## src/rtl/qs_fetch_if.sv

```systemverilog
// -----------------------------------------------------------------------------
// qs_fetch_if : bundle between the qs fetch sequencer and its surroundings
//               (control from execute/top, instruction RAM port, decode port).
//
// Signals
//   start_vld / start_pc       : begin execution at start_pc
//   busy / done                : sequencer activity, one-cycle completion pulse
//   imem_en / imem_addr        : instruction RAM read request
//   imem_rdata                 : RAM data, valid the cycle after imem_en
//   inst_vld / inst / inst_pc  : head of the instruction queue towards decode
//   inst_accept                : decode consumes the head
//   redirect_vld / redirect_pc : control transfer resolved in execute
//
// Modports
//   master : the fetch sequencer
//   slave  : the environment (RAM, decode, execute, top-level control)
// -----------------------------------------------------------------------------
interface qs_fetch_if #(
    parameter int PC_W   = 8,
    parameter int INST_W = 16
);
    logic              start_vld;
    logic [PC_W-1:0]   start_pc;
    logic              busy;
    logic              done;
    logic              imem_en;
    logic [PC_W-1:0]   imem_addr;
    logic [INST_W-1:0] imem_rdata;
    logic              inst_vld;
    logic [INST_W-1:0] inst;
    logic [PC_W-1:0]   inst_pc;
    logic              inst_accept;
    logic              redirect_vld;
    logic [PC_W-1:0]   redirect_pc;

    modport master (
        input  start_vld, start_pc, imem_rdata, inst_accept, redirect_vld, redirect_pc,
        output busy, done, imem_en, imem_addr, inst_vld, inst, inst_pc
    );

    modport slave (
        output start_vld, start_pc, imem_rdata, inst_accept, redirect_vld, redirect_pc,
        input  busy, done, imem_en, imem_addr, inst_vld, inst, inst_pc
    );
endinterface

```

## src/rtl/qs_fetch_seq.sv

```systemverilog
// -----------------------------------------------------------------------------
// qs_fetch_seq : instruction fetch sequencer for the qs engine.
//   Owns the PC, reads the 256x16 instruction RAM (1-cycle read latency) and
//   buffers returned instructions in a small registered FIFO for decode.
//   Handles program start, redirects from execute and stopping on WAIT or
//   invalid opcodes.
//
// Ports
//   clk    : clock
//   rst_n  : synchronous reset, active low
//   bus    : qs_fetch_if.master (start, busy/done, RAM read port, decode port,
//            redirect)
//   perf_fetched / perf_discarded / perf_stall : 16-bit saturating counters,
//            present only when QS_FETCH_PERF_EN is defined
//
// Optional feature macro: QS_FETCH_PERF_EN
// -----------------------------------------------------------------------------
module qs_fetch_seq #(
    parameter int PC_W    = 8,
    parameter int INST_W  = 16,
    parameter int Q_DEPTH = 2
) (
    input  logic        clk,
    input  logic        rst_n,
    qs_fetch_if.master  bus
`ifdef QS_FETCH_PERF_EN
    ,
    output logic [15:0] perf_fetched,
    output logic [15:0] perf_discarded,
    output logic [15:0] perf_stall
`endif
);
    localparam int PTR_W = (Q_DEPTH > 1) ? $clog2(Q_DEPTH) : 1;
    localparam int CNT_W = $clog2(Q_DEPTH + 1);

    localparam logic [1:0] ST_IDLE = 2'd0;
    localparam logic [1:0] ST_RUN  = 2'd1;
    localparam logic [1:0] ST_STOP = 2'd2;

    logic [1:0]        state;
    logic [PC_W-1:0]   pc;
    logic              epoch;
    logic              done_q;

    // Read in flight towards the RAM (issued last cycle)
    logic              vld_p1;
    logic              epoch_p1;
    logic [PC_W-1:0]   pc_p1;

    // Instruction queue
    logic [INST_W-1:0] q_inst [Q_DEPTH];
    logic [PC_W-1:0]   q_pc   [Q_DEPTH];
    logic [PTR_W-1:0]  rd_ptr;
    logic [PTR_W-1:0]  wr_ptr;
    logic [CNT_W-1:0]  count;

    logic              pop;
    logic              redir;
    logic              start_acc;
    logic              ret_keep;
    logic              issue;
    logic              stop_exit;
    logic [CNT_W:0]    occupancy;

    function automatic logic [PTR_W-1:0] ptr_inc(input logic [PTR_W-1:0] p);
        if (p == PTR_W'(Q_DEPTH - 1))
            return '0;
        return p + PTR_W'(1);
    endfunction

    // WAIT (CNTRL with bit11 clear) and any opcode outside the defined set halt fetch
    function automatic logic stops_fetch(input logic [INST_W-1:0] ins);
        case (ins[INST_W-1 -: 4])
            4'b1111: return ~ins[INST_W-5];
            4'b0000, 4'b0001, 4'b0010, 4'b0100,
            4'b0110, 4'b0111, 4'b1100: return 1'b0;
            default: return 1'b1;
        endcase
    endfunction

    assign bus.inst_vld  = (count != '0);
    assign bus.inst      = q_inst[rd_ptr];
    assign bus.inst_pc   = q_pc[rd_ptr];
    assign bus.busy      = (state != ST_IDLE);
    assign bus.done      = done_q;
    assign bus.imem_en   = issue;
    assign bus.imem_addr = pc;

    assign pop       = bus.inst_vld & bus.inst_accept;
    assign redir     = bus.redirect_vld & (state != ST_IDLE);
    assign start_acc = bus.start_vld & (state == ST_IDLE);
    // A redirect in the same cycle makes the returning read wrong-path
    assign ret_keep  = vld_p1 & (epoch_p1 == epoch) & (state == ST_RUN) & ~redir;
    // Credit: entries held plus read in flight, minus the one leaving this cycle
    assign occupancy = (CNT_W+1)'(count) + (CNT_W+1)'(vld_p1) - (CNT_W+1)'(pop);
    assign issue     = (state == ST_RUN) & (occupancy < (CNT_W+1)'(Q_DEPTH));
    assign stop_exit = (state == ST_STOP) & pop & (count == CNT_W'(1)) & ~redir;

    // ---- stage p0 -> p1 : read issued, tag with PC and epoch ----
    always_ff @(posedge clk) begin
        epoch_p1 <= epoch;
        pc_p1    <= pc;
    end

    always_ff @(posedge clk) begin
        if (!rst_n) begin
            state  <= ST_IDLE;
            pc     <= '0;
            epoch  <= 1'b0;
            vld_p1 <= 1'b0;
            done_q <= 1'b0;
            rd_ptr <= '0;
            wr_ptr <= '0;
            count  <= '0;
            for (int i = 0; i < Q_DEPTH; i++) begin
                q_inst[i] <= '0;
                q_pc[i]   <= '0;
            end
        end else begin
            vld_p1 <= issue;
            done_q <= stop_exit;
            epoch  <= epoch ^ redir;

            // ---- stage p1 -> queue : return data registered at the tail ----
            if (redir) begin
                rd_ptr <= '0;
                wr_ptr <= '0;
                count  <= '0;
            end else begin
                if (pop)
                    rd_ptr <= ptr_inc(rd_ptr);
                if (ret_keep) begin
                    q_inst[wr_ptr] <= bus.imem_rdata;
                    q_pc[wr_ptr]   <= pc_p1;
                    wr_ptr         <= ptr_inc(wr_ptr);
                end
                count <= count + CNT_W'(ret_keep) - CNT_W'(pop);
            end

            if (redir)
                pc <= bus.redirect_pc;
            else if (start_acc)
                pc <= bus.start_pc;
            else if (issue)
                pc <= pc + PC_W'(1);

            case (state)
                ST_IDLE: if (bus.start_vld) state <= ST_RUN;
                ST_RUN: begin
                    if (!redir && ret_keep && stops_fetch(bus.imem_rdata))
                        state <= ST_STOP;
                end
                ST_STOP: begin
                    if (redir)
                        state <= ST_RUN;
                    else if (stop_exit)
                        state <= ST_IDLE;
                end
                default: state <= ST_IDLE;
            endcase
        end
    end

`ifdef QS_FETCH_PERF_EN
    function automatic logic [15:0] sat_inc(input logic [15:0] v, input logic en);
        if (en && (v != 16'hFFFF))
            return v + 16'd1;
        return v;
    endfunction

    always_ff @(posedge clk) begin
        if (!rst_n || start_acc) begin
            perf_fetched   <= '0;
            perf_discarded <= '0;
            perf_stall     <= '0;
        end else begin
            perf_fetched   <= sat_inc(perf_fetched, ret_keep);
            perf_discarded <= sat_inc(perf_discarded, vld_p1 & ~ret_keep);
            perf_stall     <= sat_inc(perf_stall, (state == ST_RUN) & ~bus.inst_vld);
        end
    end
`endif

endmodule
```

## src/flat_wrapper.sv

```systemverilog
// flat-port wrapper written by rule: the top's interface ports become plain ports
module qs_fetch_seq_flat 
#(
    parameter int PC_W    = 8,
    parameter int INST_W  = 16,
    parameter int Q_DEPTH = 2
)
  (clk, rst_n, bus_start_vld, bus_start_pc, bus_imem_rdata, bus_inst_accept, bus_redirect_vld, bus_redirect_pc, bus_busy, bus_done, bus_imem_en, bus_imem_addr, bus_inst_vld, bus_inst, bus_inst_pc);
  qs_fetch_if #(.PC_W(PC_W), .INST_W(INST_W)) bus_i ();
  input  logic clk;
  input  logic rst_n;
  input wire logic [$bits(bus_i.start_vld)-1:0] bus_start_vld;
  input wire logic [$bits(bus_i.start_pc)-1:0] bus_start_pc;
  input wire logic [$bits(bus_i.imem_rdata)-1:0] bus_imem_rdata;
  input wire logic [$bits(bus_i.inst_accept)-1:0] bus_inst_accept;
  input wire logic [$bits(bus_i.redirect_vld)-1:0] bus_redirect_vld;
  input wire logic [$bits(bus_i.redirect_pc)-1:0] bus_redirect_pc;
  output wire logic [$bits(bus_i.busy)-1:0] bus_busy;
  output wire logic [$bits(bus_i.done)-1:0] bus_done;
  output wire logic [$bits(bus_i.imem_en)-1:0] bus_imem_en;
  output wire logic [$bits(bus_i.imem_addr)-1:0] bus_imem_addr;
  output wire logic [$bits(bus_i.inst_vld)-1:0] bus_inst_vld;
  output wire logic [$bits(bus_i.inst)-1:0] bus_inst;
  output wire logic [$bits(bus_i.inst_pc)-1:0] bus_inst_pc;
  assign bus_i.start_vld = bus_start_vld;
  assign bus_i.start_pc = bus_start_pc;
  assign bus_i.imem_rdata = bus_imem_rdata;
  assign bus_i.inst_accept = bus_inst_accept;
  assign bus_i.redirect_vld = bus_redirect_vld;
  assign bus_i.redirect_pc = bus_redirect_pc;
  assign bus_busy = bus_i.busy;
  assign bus_done = bus_i.done;
  assign bus_imem_en = bus_i.imem_en;
  assign bus_imem_addr = bus_i.imem_addr;
  assign bus_inst_vld = bus_i.inst_vld;
  assign bus_inst = bus_i.inst;
  assign bus_inst_pc = bus_i.inst_pc;
  qs_fetch_seq #(.PC_W(PC_W), .INST_W(INST_W), .Q_DEPTH(Q_DEPTH)) u_core (.clk(clk), .rst_n(rst_n), .bus(bus_i));
endmodule
```

## config.mk

```make
export PLATFORM = sky130hd
export DESIGN_NAME = qs_fetch_seq_flat
export DESIGN_NICKNAME = d
export VERILOG_FILES = /design/src/rtl/qs_fetch_if.sv /design/src/rtl/qs_fetch_seq.sv /design/src/flat_wrapper.sv
export SDC_FILE = /design/constraint.sdc
export NUM_CORES = 1
export LEC_CHECK = 0
export CORE_AREA = 8 8 88 90
export DETAILED_ROUTE_END_ITERATION = 6
export DIE_AREA = 0 0 96 98
export PLACE_DENSITY = 0.84
export SLEW_MARGIN = 15
export SYNTH_ARGS = -nofsm -noshare
export SYNTH_HDL_FRONTEND = slang
export SYNTH_SLANG_ARGS = --single-unit
```

## constraint.sdc

```tcl
create_clock -name clk -period 6.2 [get_ports clk]
set_input_delay 1.24 -clock clk [delete_from_list [all_inputs] [get_ports clk]]
set_output_delay 1.24 -clock clk [all_outputs]
set_load 0.01 [all_outputs]
```

Word level (Yosys, flattened, before mapping). Memories as Yosys holds them, arrays and structs flattened. A register that Yosys moved wholly into a read port is not among the register bits. Index checks and enable logic that the tools add are counted.

Flip-flop bits (word level): 26. Memory bits (writable): 48. Logic and storage cells: 99. Memories: 2.

$add $sub $neg: 7. Magnitude comparators: 1. Equality and inequality tests: 14. Multiplexer cells: 38. Bitwise gates (word level): 14. Reduce and logical (&&, ||, !) cells: 13.

Memories: u_core.q_inst (words 2, width 16, read ports 1, clocked after Yosys merged registers in 1, wr ports 2, RTL line qs_fetch_seq.sv:51) `logic [INST_W-1:0] q_inst [Q_DEPTH];`; u_core.q_pc (words 2, width 8, read ports 1, clocked after Yosys merged registers in 1, wr ports 2, RTL line qs_fetch_seq.sv:52) `logic [PC_W-1:0] q_pc [Q_DEPTH];`.

Operators with widths (count): two-way mux 8 bit (4); two-way mux 1 bit (27); two-way mux 16 bit (1); OR reduction 16 bit (1); equality test 4 x 3 -> 1 bit, second input constant (3); AND 1 bit (10); adder 8 x 1 -> 8 bit, second input constant (1); equality test 4 bit, second input constant (2); two-way mux 2 bit (4); OR reduction 8 bit (1); OR reduction 7 bit (1); one-hot mux 2 bit (3 select lines) (1); equality test 2 x 1 -> 1 bit, second input constant (2); equality test 4 x 1 -> 1 bit, second input constant (1); equality test 4 x 2 -> 1 bit, second input constant (1); zero test 4 bit (1); != test 2 bit, second input constant (2); nonzero test 2 bit (2); adder 2 x 1 -> 3 bit (1); less-than comparator 3 x 2 -> 1 bit, second input constant (1); != test 3 x 1 -> 1 bit, second input constant (1); inverter 1 bit (3); AND reduction 3 bit (1); nonzero test 3 bit (1); other kinds (12) (14).

Logic depth before layout (Yosys ltp).
Depth after elaboration: 10. Depth in mapped cells: 8.

Worst setup path after synthesis. No wires, ideal clock.

Path kind: input-to-reg. From: input bus_redirect_vld. To: memory u_core.q_inst[0][0], enable pin. Library setup time: 438 ps. Data arrival time: 3229 ps. Required time: 5762 ps. Setup slack: 2533 ps. Cell stages on the path: 3. Buffers on the path: 0. Path through: inv_1 nand4_4 o21ai_0.

RTL lines: start, declared (RTL line flat_wrapper.sv:16) `input wire logic [$bits(bus_i.redirect_vld)-1:0] bus_redirect_vld;`; end, declared (RTL line qs_fetch_seq.sv:51).

Worst setup path after layout.
From: input bus_inst_accept. To: output bus_imem_en.

Word-level cells in the longest chain between the ends: 4.

Ends and longest elaborated chain: start, declared (RTL line flat_wrapper.sv:15) `input wire logic [$bits(bus_i.inst_accept)-1:0] bus_inst_accept;`; AND 1 bit (RTL line qs_fetch_seq.sv:89) `assign pop = bus.inst_vld & bus.inst_accept;`; subtractor 3 x 1 -> 3 bit (RTL line qs_fetch_seq.sv:95) `assign occupancy = (CNT_W+1)'(count) + (CNT_W+1)'(vld_p1) - (CNT_W+1)'(pop);`; less-than comparator 3 x 2 -> 1 bit (RTL line qs_fetch_seq.sv:96) `assign issue = (state == ST_RUN) & (occupancy < (CNT_W+1)'(Q_DEPTH));`; AND 1 bit (RTL line qs_fetch_seq.sv:96); end, declared (RTL line flat_wrapper.sv:20) `output wire logic [$bits(bus_i.imem_en)-1:0] bus_imem_en;`.

Every way passes these cells.

==> out/metrics.cfg <==
[yosys]
synthFlopType = edfxtp_1
netlist_area_um2 = 3420
synthTopCellsByCount = edfxtp_1, and2_1, dfxtp_1, mux2_2, nand2_1
ys_ff_latch = 75
synth_largest_area_cell = edfxtp_1
synthTopCellsByArea = edfxtp_1, dfxtp_1, and2_1
synth_top_area_share = 0.421
synth-edff-count = 48
synth.distinct_cells = 49
synth_nets = 307
yosysWarnings = 0
yosysMostFrequentCell = edfxtp_1
seq_area_frac_synth = 0.579
async_reset_ff_frac = 0
synth_area_per_cell_um2 = 12.9
postSynthCellCount = 266

[sta]
min_period_ns = 4.64
period_share = 0.748
slew_violations = 0
finalSetupTns_ns = 0
worst_clock_skew_ns = 0.0104
tightest_slew_ns = 1.11
clock.fmax_mhz = 216
rsz0062_at_grt = no
setup-violations-final = 0
setup_ws_ns = 1.56
slew_headroom = 0.258
final_hold_viol_count = 0

[routing]
vias = 2217
wl_per_cell_um = 16.4
antenna_left = 0
wirelength_um = 6920
drtIter0Drc = 84
vias_per_cell = 5.24
drc = 0
first_pass_iters = 4

[clocking]
cts_sinks = 75
cts_setup_buffers = 0
cts-resized-gates = 0
htreeDepth = 3
postCtsHoldBufs = 0
root_buffer = clkbuf_8
clk_pin_slew_ns = 0.07
cts_buffers = 9
cts.path.max_buffers = 2
clk_latency_ns = 0.35
cts_tree = done

[critical_path]
crit_type = primary input to output port
arrival_ns = 3.40
critPathMaxStageDelay_ns = 0.56
worstPathRequired_ns = 4.96
crit_chain = clkdlybuf4s50_1 -> xor2_1 -> nand2_1 -> fa_1 -> nand3b_4 -> nor2_1 -> clkdlybuf4s50_1
end_kind = output port
timing.rr.start = u_core.count[1]
slowest_stage = fa_1
start_kind = primary input
crit_top_cell = clkdlybuf4s50_1
cp_max_fo = 7
crit_path_start = bus_inst_accept

[status]
outcome = completed

[global_routing]
antenna_found_initial = 0
grt_remaining_overflow = 0
track_usage = 0.153
grt_pass1_vias = 2322
grt_max_degree = 25
grt_pass1_wl_um = 11200

[floorplanning]
core-area_um2 = 6490
die_area_um2 = 9410
die_width_um = 96
start_util = 0.527
die_h_um = 98
num_rows = 30
ios = 73

[power_and_ir_drop]
max-vdd-ir-drop_v = 0.000123
power_density_nw_per_um2 = 257
leakagePower_nw = 1.64

[placed_design]
place_area_um2 = 4160
gp_congestion = 0.904
dpl.hpwl_um = 4780
io_buffers = 72
place_ws_ns = 1.55

[final_layout]
layout-drive-gt1-share = 0.169
antenna_cells = 0
multi_input_area_um2 = 1320
area_growth_pct = 27.3
seq_area_um2 = 1980
nFillCells = 499
nNetsFinal = 379
fin_area_um2 = 4360

[hold_path]
hp-start = u_core.epoch
hold_path_class = flip-flop to flip-flop

[job]
drv_cap = 0

==> metal layers <==
| metal | wire (um) | track usage |
|---|---|---|
| met3 | 524 | 0.0476 |
| met1 | 2900 | 0.185 |
| met2 | 3410 | 0.242 |
| met4 | 85 | 0.0639 |
| met5 | 0 | 0 |
==> worst max-delay path, delay by kind of cell <==
family | cells | cell delay (ns)
simple gates | 3 | 0.37
xor+xnor | 1 | 0.17
fa+ha+maj | 1 | 0.56
buf+inv | 2 | 1.06
==> cell usage in the layout, fill, tap and decap left out, types with 3 or more instances in the layout <==
| master | n |
|---|---|
| a22o_1 | 3 |
| a31oi_1 | 4 |
| and2_1 | 46 |
| and2_2 | 4 |
| clkbuf_8 | 9 |
| clkdlybuf4s50_1 | 72 |
| dfxtp_1 | 27 |
| edfxtp_1 | 48 |
| ha_1 | 3 |
| inv_1 | 6 |
| mux2_2 | 24 |
| nand2_1 | 14 |
| nand3_1 | 6 |
| nor2_1 | 8 |
| o21a_1 | 4 |
| o21ai_0 | 4 |
| o21ai_1 | 6 |
| xnor2_1 | 10 |
| xor2_1 | 3 |
==> area by class of cell <==
type / instances / share of cell area
timing repair buffer: 73 / 0.167
sequential: 75 / 0.455
inverter: 7 / 0.00660
clock buffer: 12 / 0.0407
multi-input combinational: 172 / 0.303
clock inverter: 4 / 0.00488
tap: 80 / 0.0230
==> report_power, final <==
group | switching, W | total [W] | internal (W)
logic | 0.0000715 | 0.000167 | 0.0000951
registers | 0.0000270 | 0.000587 | 0.000560
clock network | 0.000174 | 0.000365 | 0.000192
==> cell families after synthesis <==
kind of cell    after synthesis  share of synthesized area
compound gates               32                     0.0665
buf+inv                      19                     0.0362
simple gates                 97                      0.182
fa+ha+maj                     4                     0.0168
flops                        75                      0.579
xor+xnor                     14                     0.0380
mux                          25                     0.0818
==> sequential cells by signal (all words and copies together) (netlist names), named ones only <==
name and count:
u_core.pc_p1 8, u_core.q_inst 32, u_core.state 2, u_core.bus.done 1
u_core.epoch_p1 1, u_core.count 2, u_core.epoch 1, u_core.vld_p1 1
u_core.rd_ptr 1, u_core.wr_ptr 1, u_core.bus.imem_addr 8, u_core.q_pc 16
==> final timing paths <==
| kind | endpoint | slack (ns) | depth (start not counted) |
|---|---|---|---|
| max | bus_imem_en | 1.56 | 7 |
| min | u_core.epoch_p1 | 0.39 | 0 |
| max reg2reg | u_core.bus.imem_addr[5] | 3.75 | 8 |
| min reg2reg | u_core.epoch_p1 | 0.39 | 0 |
==> metrics by stage <==
| step | util | hold slack [ns] | instances | total power (W) |
|---|---|---|---|---|
| final | 0.671 | 0.391 | 423 | 0.00112 |
| after global routing | 0.671 | 0.406 | 423 | 0.00116 |
| after CTS | 0.671 | 0.394 | 423 | 0.00112 |
| after detailed placement | 0.641 | 0.384 | 407 | 0.000766 |
| after global placement | 0.641 | 0.385 | 407 | 0.000762 |
| after floorplan | - | 0.375 | 266 | 0.000680 |
(Power assumes the default switching activity.)
==> RTL edit, RTL diff (same settings) <==
`PC_W` is set to 8 in 3 places; all go to 10.
--- a/src/rtl/qs_fetch_if.sv
+++ b/src/rtl/qs_fetch_if.sv
@@ -18,3 +18,3 @@
 interface qs_fetch_if #(
-    parameter int PC_W   = 8,
+    parameter int PC_W   = 10,
     parameter int INST_W = 16
--- a/src/rtl/qs_fetch_seq.sv
+++ b/src/rtl/qs_fetch_seq.sv
@@ -18,3 +18,3 @@
 module qs_fetch_seq #(
-    parameter int PC_W    = 8,
+    parameter int PC_W    = 10,
     parameter int INST_W  = 16,
--- a/src/flat_wrapper.sv
+++ b/src/flat_wrapper.sv
@@ -3,3 +3,3 @@
 #(
-    parameter int PC_W    = 8,
+    parameter int PC_W    = 10,
     parameter int INST_W  = 16,
Ports: changed (resized bus_imem_addr, bus_inst_pc, bus_redirect_pc and bus_start_pc); port bits go from 73 to 81. No check against the original RTL was run, so the function may have changed too.
==> RTL edit against the unedited design <==
  * Combinational power decreased by 7%
  * Final area up 11%
  * Maximum frequency decreased by 6.4%
  * Clock power rose by 17%
  * Cell count increased by 11%
  * Synthesized area rose by 11%
  * Worst setup slack worse by 0.32 ns
  * First-iteration DRC count increased by 13%
  * Register-to-register slack got worse by 0.11 ns
  * Wire length increased by 10%
  * Total power grew 9.9%
  * Critical endpoint unchanged
  * Sequential cell count is 8 higher
  * Critical path depth unchanged
==> RTL edit: results (changes against the unedited design) <==
\begin{tabular}{lr}
\hline
Metric & Value \\
\hline
\multicolumn{2}{l}{\textbf{Route}} \\
Total Wirelength & 7650 microns (was 6920 microns) \\
Detailed route wirelength on metal3 & 555 microns (was 524 microns) \\
Iter 0 DRT Violations & 95 (was 84) \\
\multicolumn{2}{l}{\textbf{Timing}} \\
Fin Hold WS & 0.400 ns (was 0.391 ns) \\
Worst clock skew & 0.0108 ns (was 0.0104 ns) \\
\multicolumn{2}{l}{\textbf{Power and ir drop}} \\
Worst voltage drop across the vdd grid & 0.142 mV (was 0.123 mV) \\
Portion of total power attributed to combinational logic & 12.7\% (was 14.9\%) \\
Internal power summed over all cells & 0.945 mW (was 0.847 mW) \\
Clock power share & 34.7\% (was 32.6\%) \\
\multicolumn{2}{l}{\textbf{Placement}} \\
Number of input and output port buffers inserted & 80 (was 72) \\
Final estimated routing congestion in global placement & 0.809 (was 0.904) \\
Worst setup slack before clock tree synthesis & 1.26 ns (was 1.55 ns) \\
Post-detailed-placement cell area & 4600 sq um (was 4160 sq um) \\
\multicolumn{2}{l}{\textbf{Global route}} \\
Via count of the first global-routing pass & 2675 (was 2322) \\
GR met1 Demand/Resource & 20.6\% (was 18.5\%) \\
M2 GR Usage & 27.1\% (was 24.2\%) \\
Largest net degree at the start of global routing & 27 (was 25) \\
Wire length of the first global-routing pass & 12400 microns (was 11200 microns) \\
\multicolumn{2}{l}{\textbf{Logic synthesis}} \\
Gate count of the mapped netlist & 306 (was 266) \\
Compound-gate portion of the synthesized area & 8.29\% (was 6.65\%) \\
Adder-Cell Fraction of Synth Area & 1.19\% (was 1.68\%) \\
Synthesized net count & 350 (was 307) \\
Seq/Total Area, Yosys & 57.6\% (was 57.9\%) \\
\multicolumn{2}{l}{\textbf{Critical path}} \\
Capture point of the worst reg-to-reg path & u\_core.bus.imem\_addr[7] (was u\_core.bus.imem\_addr[5]) \\
Slack of the worst reg-to-reg path & 3.64 ns (was 3.75 ns) \\
\multicolumn{2}{l}{\textbf{Status}} \\
Outcome & finished, final reports clean (unchanged) \\
\hline
\end{tabular}
RTL edit: changes by cell type after synthesis, moves of 3 or more:
cell	unedited run	this run
dfxtp_1	27	31
and2_1	46	54
nand2_1	14	18
and3_1	1	5
xnor2_1	10	7
edfxtp_1	48	52
o21ai_0	5	15
nor2_1	8	11
and2_2	4	0
o21ai_1	6	0
RTL edit: layout make-up:
type | count | area (sq um)
timing repair buffer | 82 | 816
inverter | 7 | 26.3
sequential | 83 | 2180
tap | 80 | 100
clock buffer | 10 | 138
fill | 430 | 1670
multi-input combinational | 200 | 1480
clock inverter | 6 | 86.3
RTL edit: how the worst max path moves through the flow:
stage,from,end
floorplan,bus_redirect_vld,u_core.q_inst[0][0]
global placement,bus_inst_accept,bus_imem_en
detailed placement,bus_inst_accept,bus_imem_en
CTS,bus_inst_accept,bus_imem_en
global route,bus_inst_accept,bus_imem_en
finish,bus_inst_accept,bus_imem_en
